==> src/rtl/decode_scoreboard.sv <==
// Register-hazard scoreboard for the decode stage: per-register pending-write counters, a global
// in-flight count, and the combinational issue/stall decision that uses them.
module decode_scoreboard #(
  parameter int unsigned CNT_W        = 2,
  parameter int unsigned MAX_INFLIGHT = 8,
  parameter int unsigned INFL_W       = 4
) (
  input  logic              clk_i,
  input  logic              rst_i,
  input  logic              issue_valid_i,
  input  logic              issue_rs1_en_i,
  input  logic              issue_rs2_en_i,
  input  logic [4:0]        issue_rs1_i,
  input  logic [4:0]        issue_rs2_i,
  input  logic              issue_rd_en_i,
  input  logic [4:0]        issue_rd_i,
  input  logic              exec_ready_i,
  input  logic              wb_valid_i,
  input  logic [4:0]        wb_rd_i,
  input  logic              flush_i,
  output logic              issue_fire_o,
  output logic              stall_o,
  output logic [31:0]       busy_o,
  output logic [INFL_W-1:0] inflight_o,
  output logic              err_o
);

  localparam logic [CNT_W-1:0]  CntMax  = {CNT_W{1'b1}};
  localparam logic [CNT_W-1:0]  CntOne  = CNT_W'(1);
  localparam logic [INFL_W-1:0] InflMax = INFL_W'(MAX_INFLIGHT);

  logic [CNT_W-1:0]  cnt_q [32];
  logic [CNT_W-1:0]  cnt_d [32];
  logic [INFL_W-1:0] inflight_q, inflight_d;
  logic              err_q, err_d;

  logic wb_hit, wb_dec, wb_bad;
  logic rs1_pend, rs2_pend;
  logic raw, waw_sat, full, stall, fire, alloc;

  // Retire decision: only a nonzero counter on a real register is decremented.
  always_comb begin
    wb_hit = wb_valid_i && (wb_rd_i != 5'd0);
    wb_dec = wb_hit && (cnt_q[wb_rd_i] != '0);
    wb_bad = wb_hit && (cnt_q[wb_rd_i] == '0);
  end

  // Hazard check sees this cycle's retire, since the register file writes before it reads.
  always_comb begin
    rs1_pend = (cnt_q[issue_rs1_i] != '0) &&
               !(wb_dec && (wb_rd_i == issue_rs1_i) && (cnt_q[issue_rs1_i] == CntOne));
    rs2_pend = (cnt_q[issue_rs2_i] != '0) &&
               !(wb_dec && (wb_rd_i == issue_rs2_i) && (cnt_q[issue_rs2_i] == CntOne));
    raw      = (issue_rs1_en_i && (issue_rs1_i != 5'd0) && rs1_pend) ||
               (issue_rs2_en_i && (issue_rs2_i != 5'd0) && rs2_pend);
    waw_sat  = issue_rd_en_i && (issue_rd_i != 5'd0) && (cnt_q[issue_rd_i] == CntMax) &&
               !(wb_dec && (wb_rd_i == issue_rd_i));
    full     = issue_rd_en_i && (issue_rd_i != 5'd0) && (inflight_q == InflMax) && !wb_dec;
    stall    = issue_valid_i && !flush_i && (raw || waw_sat || full || !exec_ready_i);
    fire     = issue_valid_i && !flush_i && !stall;
    alloc    = fire && issue_rd_en_i && (issue_rd_i != 5'd0);
  end

  assign stall_o      = stall;
  assign issue_fire_o = fire;

  always_comb begin
    for (int r = 0; r < 32; r++) begin
      cnt_d[r] = cnt_q[r];
      if (r != 0 && !flush_i) begin
        if (alloc && (issue_rd_i == 5'(r)) && !(wb_dec && (wb_rd_i == 5'(r)))) begin
          cnt_d[r] = cnt_q[r] + CntOne;
        end else if (wb_dec && (wb_rd_i == 5'(r)) && !(alloc && (issue_rd_i == 5'(r)))) begin
          cnt_d[r] = cnt_q[r] - CntOne;
        end
      end
      if (r == 0 || flush_i) begin
        cnt_d[r] = '0;
      end
    end
  end

  always_comb begin
    inflight_d = inflight_q;
    if (flush_i) begin
      inflight_d = '0;
    end else if (alloc && !wb_dec) begin
      inflight_d = inflight_q + INFL_W'(1);
    end else if (wb_dec && !alloc) begin
      inflight_d = inflight_q - INFL_W'(1);
    end
    // Sticky; a flush squashes write-back so it cannot raise the flag that cycle.
    err_d = err_q | (wb_bad && !flush_i);
  end

  always_ff @(posedge clk_i or negedge rst_i) begin
    if (!rst_i) begin
      for (int r = 0; r < 32; r++) begin
        cnt_q[r] <= '0;
      end
      inflight_q <= '0;
      err_q      <= 1'b0;
    end else begin
      for (int r = 0; r < 32; r++) begin
        cnt_q[r] <= cnt_d[r];
      end
      inflight_q <= inflight_d;
      err_q      <= err_d;
    end
  end

  always_comb begin
    busy_o = '0;
    for (int r = 1; r < 32; r++) begin
      busy_o[r] = (cnt_q[r] != '0);
    end
  end

  assign inflight_o = inflight_q;
  assign err_o      = err_q;

endmodule
==> config.mk <==
export PLATFORM = sky130hd
export DESIGN_NAME = decode_scoreboard
export DESIGN_NICKNAME = d
export VERILOG_FILES = /design/src/rtl/decode_scoreboard.sv
export SDC_FILE = /design/constraint.sdc
export NUM_CORES = 1
export LEC_CHECK = 0
export BUFFER_PORTS_ARGS = -buffer_cell sky130_fd_sc_hd__buf_4
export CAP_MARGIN = 20
export CORE_UTILIZATION = 36
export DETAILED_ROUTE_END_ITERATION = 12
export SLEW_MARGIN = 30
export SYNTH_ARGS = -nofsm -noshare
export SYNTH_HDL_FRONTEND = slang
export SYNTH_SLANG_ARGS = --single-unit
==> constraint.sdc <==
create_clock -name clk_i -period 6.9 [get_ports clk_i]
set_clock_uncertainty 0.15 [all_clocks]
set_input_delay 2.07 -clock clk_i [delete_from_list [all_inputs] [get_ports clk_i]]
set_output_delay 2.07 -clock clk_i [all_outputs]
set_load 0.02 [all_outputs]
==> out/qor.txt, run 1 <==
Hold WS: 0.327 ns
IO Port Bufs: 66
first-pass GRT wire length: 36500 um
top cells by count, synth: dfrtp_1 (67), nor2_1 (49), nand2_1 (44)
sw frac: 0.292
initial antenna violation count: 0
post-cts resize count: 0
Clock transition at path regs: 0.05 ns
vias: 6411
WL final: 23700 um
crit path launch: issue_rs1_i[0]
Die Footprint: 0.0191 mm2
remaining antenna violation count: 0
Clk network pwr share: 0.457
Ys Warns: 0
top cell type by total area after synthesis: dfrtp_1
pins over their slew limit: 0
Mapped Cells: 741
CP Class: input pin to primary output
Final Cycle Share: 0.959
cell depth of the worst hold path: 1
FF+latch count, synth: 67
H-tree lvl count: 3
setup repair bufs after CTS: 0
Cell Int Power: 788 uW
row count: 49
R2R depth: 15
register area share after synthesis: 0.252
RSZ-0062 raised after global routing: no
CORE AREA: 0.0180 mm2
DP HPWL: 17000 um
Via-to-Cell Ratio: 6.38
Synth top area share: 0.252
pin count of the biggest net entering global routing: 71
Initial Util: 0.370
clk sinks: 67
GRT Overall Usage: 0.249
number of global-route vias before repair: 6054
Placer Congestion: 0.948
Die W: 138 um
EDFF count, synth: 0
area of placed instances: 0.00724 mm2
Distinct cells, synth: 77
TritonRoute pass-1 iters: 5
CTS buffer count: 9
power consumption: 1110 uW
Clock Path Buffers: 2
Synth Flop Type: dfrtp_1
Slew @ Worst Pin: 1.03 ns
Critical R2R Capture: inflight_o[3]
Avg WL per Cell: 23.6 um
critical path capture point type: primary output
MaxCap Viol Count: 0
min cycle time layout: 6.62 ns
worst-path maximum fanout: 19
multi-input logic area: 0.00458 mm2
crit path launch type: input pin
Register Area: 0.00168 mm2
Critical Path AT: 4.40 ns
Post-Route Setup TNS: 0 ns
Comb pwr share: 0.183
worst hold path endpoint: err_o
highest clock rate: 151 MHz
sequential share of power: 0.360
design area: 0.00756 mm2
Worst-Skew Late Latency: 0.35 ns
peak supply drop: 0.117 mV
cts-stage hold buffer count: 0
CTS tree: yes
worst hold path class: flip-flop to flip-flop
fill cell count: 1787
Pleak: 0.00307 uW
net switching power: 325 uW
Finish-stage setup viols: 0
R2R Setup Slk: 2.53 ns
count leader, synth: dfrtp_1
CP required: 4.68 ns
HP Start: err_o
P&R area growth vs syn: 13.4%
die height: 138 um
status: completed
synthesized area: 0.00667 mm2
Post-Syn Nets: 773
DRT iter0 DRCs: 763
Remaining Overflow, GRT: 0
Boundary Pins: 68
layout cells sized above 1: 0.269
CTS root buf: clkbuf_16
ANT cells: 0
Worst slew margin: 0.311
DRC violations left: 0
Avg Inst Size Synth: 8.99 um2
power density over the cells: 147 mW/mm2
Nets: 804
Hold Fails Final Rpt: 0
worst r2r src: cnt_q[26]
Post-synth ARST share: 1.00
top cells by area, synth: dfrtp_1 (25%), mux4_2 (14%), xnor2_1 (4.3%)
[per-layer routing]
layer,GRT usage,vias up,wire [um]
met4,0.117,0,1020
met3,0.0617,72,2580
met2,0.357,438,10300
met1,0.349,3074,9850
met5,0,-,0
li1,-,2827,-
[area by class of cell]
cell class	instances	area share
multi-input combinational	592	0.606
sequential	67	0.222
timing repair buffer	84	0.0839
tap	229	0.0379
clock buffer	10	0.0316
clock inverter	5	0.0103
inverter	18	0.00894
[logic make-up after synthesis]
| group | after synthesis | share of synthesized area |
|---|---|---|
| multiplexers | 74 | 0.188 |
| adder cells (fa/ha/maj) | 3 | 0.00676 |
| flip-flops | 67 | 0.252 |
| AO/OA/AOI/OAI | 148 | 0.146 |
| other | 1 | 0.000563 |
| AND/OR/NAND/NOR | 312 | 0.273 |
| XOR/XNOR | 54 | 0.0721 |
| buffers and inverters | 82 | 0.0618 |
[power groups by stage]
| stage | Combinational [uW] | Sequential, uW | Clock, uW |
|---|---|---|---|
| detailed placement | 200 | 408 | 0 |
| global placement | 199 | 408 | 0 |
| floorplan | 133 | 409 | 0 |
| CTS | 201 | 401 | 514 |
| finish | 204 | 401 | 509 |
| global route | 219 | 401 | 534 |
[cell usage in the layout (no fill, tap or decap), types with 6 or more instances in the layout]
cell	netlist	routed
a21o_1	7	7
a21oi_1	34	34
a31oi_1	20	20
and4_1	11	11
buf_4	7	83
clkbuf_16	0	9
dfrtp_1	67	67
inv_1	16	16
mux2_2	10	10
mux2i_1	22	22
mux4_2	40	40
nand2_1	44	44
nand2b_1	15	15
nand3_1	35	35
nand4_1	18	18
nor2_1	49	49
nor2b_1	19	19
nor3_1	32	32
nor4_1	6	6
nor4_2	7	7
o211ai_1	8	8
o21ai_0	29	29
o22ai_1	7	7
o31ai_1	7	7
or2_2	35	35
or3_1	8	8
xnor2_1	33	33
xor2_1	20	20
[state kept, by name, indices dropped and copies added (netlist names)]
signal,flops
inflight_o,4
err_o,1
cnt_q,62
[through the flow]
stage,std cells,utilization,worst slack [ns]
2_1_floorplan,741,-,0.366
3_3_place_gp,990,0.402,0.309
3_5_place_dp,990,0.402,0.295
4_1_cts,1005,0.419,0.287
5_1_grt,1005,0.419,0.134
6_report,1005,0.419,0.283
[how the worst max path moves through the flow]
stage                               to  slack (ns)
after floorplan           issue_fire_o        0.37
after global placement         stall_o        0.31
after detailed placement       stall_o        0.29
after CTS                      stall_o        0.29
after global routing           stall_o        0.13
final                          stall_o        0.28
[worst max-delay path, cell delays in order]
cell	delay, ns
buf_4	0.31
mux4_2	0.56
mux4_2	0.48
o211ai_1	0.17
o211ai_1	0.11
a211o_1	0.34
nor2b_1	0.17
buf_4	0.17
No activity file was read; power rests on OpenSTA's default activity.
==> run 2: changes to the inputs <==
--- a/config.mk
+++ b/config.mk
@@ -5,8 +5,10 @@
 export SDC_FILE = /design/constraint.sdc
 export NUM_CORES = 1
 export LEC_CHECK = 0
+export ABC_AREA = 1
 export BUFFER_PORTS_ARGS = -buffer_cell sky130_fd_sc_hd__buf_4
 export CAP_MARGIN = 20
+export CORE_MARGIN = 2
 export CORE_UTILIZATION = 36
 export DETAILED_ROUTE_END_ITERATION = 12
 export SLEW_MARGIN = 30
==> run 2 against run 1 <==
  * Largest power group is now combinational cells
  * Clock-buffer cell count grew 2
  * First-iteration DRC count grew 54%
  * Highest routed layer unchanged
  * Critical endpoint is now issue_fire_o
  * Non-clock buffer count grew 4
  * Register-to-register slack gained 0.65 ns
  * Power grew 63%
  * Maximum frequency grew 1.4%
  * Via count grew 58%
  * Combinational power grew to 3.8 times the previous value
  * Global-route usage grew 4.4 points
==> out/qor.txt, run 2 <==
peak supply drop: 0.138 mV
P&R area growth vs syn: 12.1%
top cells by count, synth: nand2_1 (642), nand3_1 (200), inv_1 (165)
register area share after synthesis: 0.208
row count: 54
Worst-Skew Late Latency: 0.36 ns
first-pass GRT wire length: 53400 um
Remaining Overflow, GRT: 0
top cells by area, synth: nand2_1 (30%), dfrtp_1 (21%), nand3_1 (12%)
CP required: 4.68 ns
worst-path maximum fanout: 19
CTS tree: yes
Pleak: 0.00475 uW
Post-Route Setup TNS: 0 ns
fin util: 0.413
Slew @ Worst Pin: 0.966 ns
Nets: 1581
WL met1: 14600 um
synthesized area: 0.00807 mm2
count leader, synth: nand2_1
Synth top area share: 0.299
Post-Syn Nets: 1554
RSZ-0062 raised after global routing: no
Critical Path AT: 4.31 ns
die height: 154 um
Avg WL per Cell: 19.0 um
Boundary Pins: 68
most flop-heavy register: cnt_q
R2R Setup Slk: 3.18 ns
TritonRoute pass-1 iters: 6
H-tree lvl count: 3
Via-to-Cell Ratio: 5.54
ANT cells: 0
IO Port Bufs: 66
min cycle time layout: 6.53 ns
max reg flops: 62
cell depth of the worst hold path: 1
CTS buffer count: 9
Finish-stage setup viols: 0
Post-Layout Cell Count: 1834
Avg Inst Size Synth: 5.30 um2
remaining antenna violation count: 0
clk sinks: 67
R2R depth: 19
power density over the cells: 200 mW/mm2
status: completed
layout cells sized above 1: 0.0920
worst hold path endpoint: err_o
Post-synth ARST share: 1.00
worst hold path class: flip-flop to flip-flop
top cell type by total area after synthesis: nand2_1
CORE AREA: 0.0219 mm2
most common cell after layout, fill and taps aside: nand2_1
DP HPWL: 26200 um
pin count of the biggest net entering global routing: 79
HP Start: err_o
crit path launch type: input pin
Worst slew margin: 0.352
DR WL met3: 3210 um
GRT Overall Usage: 0.293
Synth Flop Type: dfrtp_1
number of global-route vias before repair: 9202
Placer Congestion: 1.03
Distinct cells, synth: 37
max layer used: met4
setup repair bufs after CTS: 0
Final Cycle Share: 0.946
most frequent cells in the layout: nand2_1 (641), nand3_1 (200), inv_1 (164)
Initial Util: 0.369
Met2 Routed Length: 15100 um
EDFF count, synth: 0
Mapped Cells: 1522
WL final: 34800 um
Clock transition at path regs: 0.06 ns
CP Class: input pin to primary output
power consumption: 1810 uW
worst r2r src: cnt_q[58]
Hold Fails Final Rpt: 0
highest clock rate: 153 MHz
critical path capture point type: primary output
Die W: 154 um
DRC violations left: 0
DRT iter0 DRCs: 1177
initial antenna violation count: 0
Ys Warns: 0
Clock Path Buffers: 2
MaxCap Viol Count: 0
CTS root buf: clkbuf_16
placed cell count: 1818
Critical R2R Capture: cnt_q[56]
pins over their slew limit: 0
FF+latch count, synth: 67
Die Footprint: 0.0236 mm2
vias: 10152
==> run 2: changes by cell type in the layout (fill, tap and decap cells not counted), sizes merged, moves of 26 or more <==
cell and change:
nand2 +602, nand3 +178, inv +151, nor2 +113
nand4 +48, o21ai +42, mux4 -40, or2 -37
xnor2 -33, a21oi -27, nor3 -26
==> run 2: worst max-delay path by stage <==
| stage | startpoint | end | slack [ns] | cells past startpoint |
|---|---|---|---|---|
| 2_1_floorplan | wb_rd_i[2] | issue_fire_o | 1.09 | 16 |
| 3_3_place_gp | wb_rd_i[0] | issue_fire_o | 0.42 | 19 |
| 3_5_place_dp | wb_rd_i[0] | issue_fire_o | 0.34 | 19 |
| 4_1_cts | wb_rd_i[0] | issue_fire_o | 0.33 | 19 |
| 5_1_grt | wb_rd_i[0] | issue_fire_o | 0.09 | 19 |
| 6_report | issue_rs1_i[1] | issue_fire_o | 0.37 | 15 |
==> run 2: cells by family after synthesis <==
| logic type | synth area share |
|---|---|
| AOI/OAI and AO/OA | 0.0742 |
| and+or+nand+nor | 0.580 |
| other | 0.000465 |
| adders and majority gates | 0.00558 |
| xor gates and xnor gates | 0.00651 |
| DFF | 0.208 |
| buffers and inverters | 0.125 |
==> run 2: repair_timing <==
action | in CTS | in global routing
hold buffers | 0 | 0
gates resized for setup | 0 | 1
setup endpoints to repair | 0 | 1
==> run 2: layout make-up <==
| cell class | count | area, um2 |
|---|---|---|
| clock buffers | 12 | 246 |
| clock inverters | 4 | 50.0 |
| fillers | 2458 | 12800 |
| inverters | 172 | 651 |
| multi-input cells | 1211 | 5390 |
| flip-flops and latches | 67 | 1680 |
| well taps | 280 | 350 |
| repair buffers | 88 | 689 |
==> run 2: stage by stage <==
| step | cell area (um2) | hold slack (ns) | worst slack (ns) |
|---|---|---|---|
| after floorplan | 8070 | 0.388 | 1.09 |
| after global placement | 8750 | 0.373 | 0.423 |
| after detailed placement | 8750 | 0.385 | 0.342 |
| after CTS | 9040 | 0.399 | 0.328 |
| after global routing | 9050 | 0.412 | 0.0917 |
| final | 9050 | 0.412 | 0.372 |
==> run 2: worst max-delay path: stages <==
cell	delay [ns]
buf_4	0.28
inv_1	0.29
buf_4	0.26
nand3_1	0.09
nand3_1	0.11
nand3_1	0.09
nand2_1	0.10
nand2_1	0.10
nand2_1	0.06
nor2_1	0.13
nand3_1	0.13
nand3_1	0.15
nand3_1	0.14
nor2_2	0.14
buf_4	0.16
==> run 2: per-layer routing <==
| layer | global-route usage | vias up |
|---|---|---|
| met1 | 0.397 | 4589 |
| met3 | 0.0507 | 126 |
| met5 | 0 | - |
| met4 | 0.143 | 0 |
| li1 | - | 4899 |
| met2 | 0.450 | 538 |
==> run 2: power by group <==
group | leakage, uW | switching (uW) | internal [uW]
Clock | 0.000139 | 202 | 290
Sequential | 0.000870 | 98.0 | 450
Combinational | 0.00374 | 519 | 252
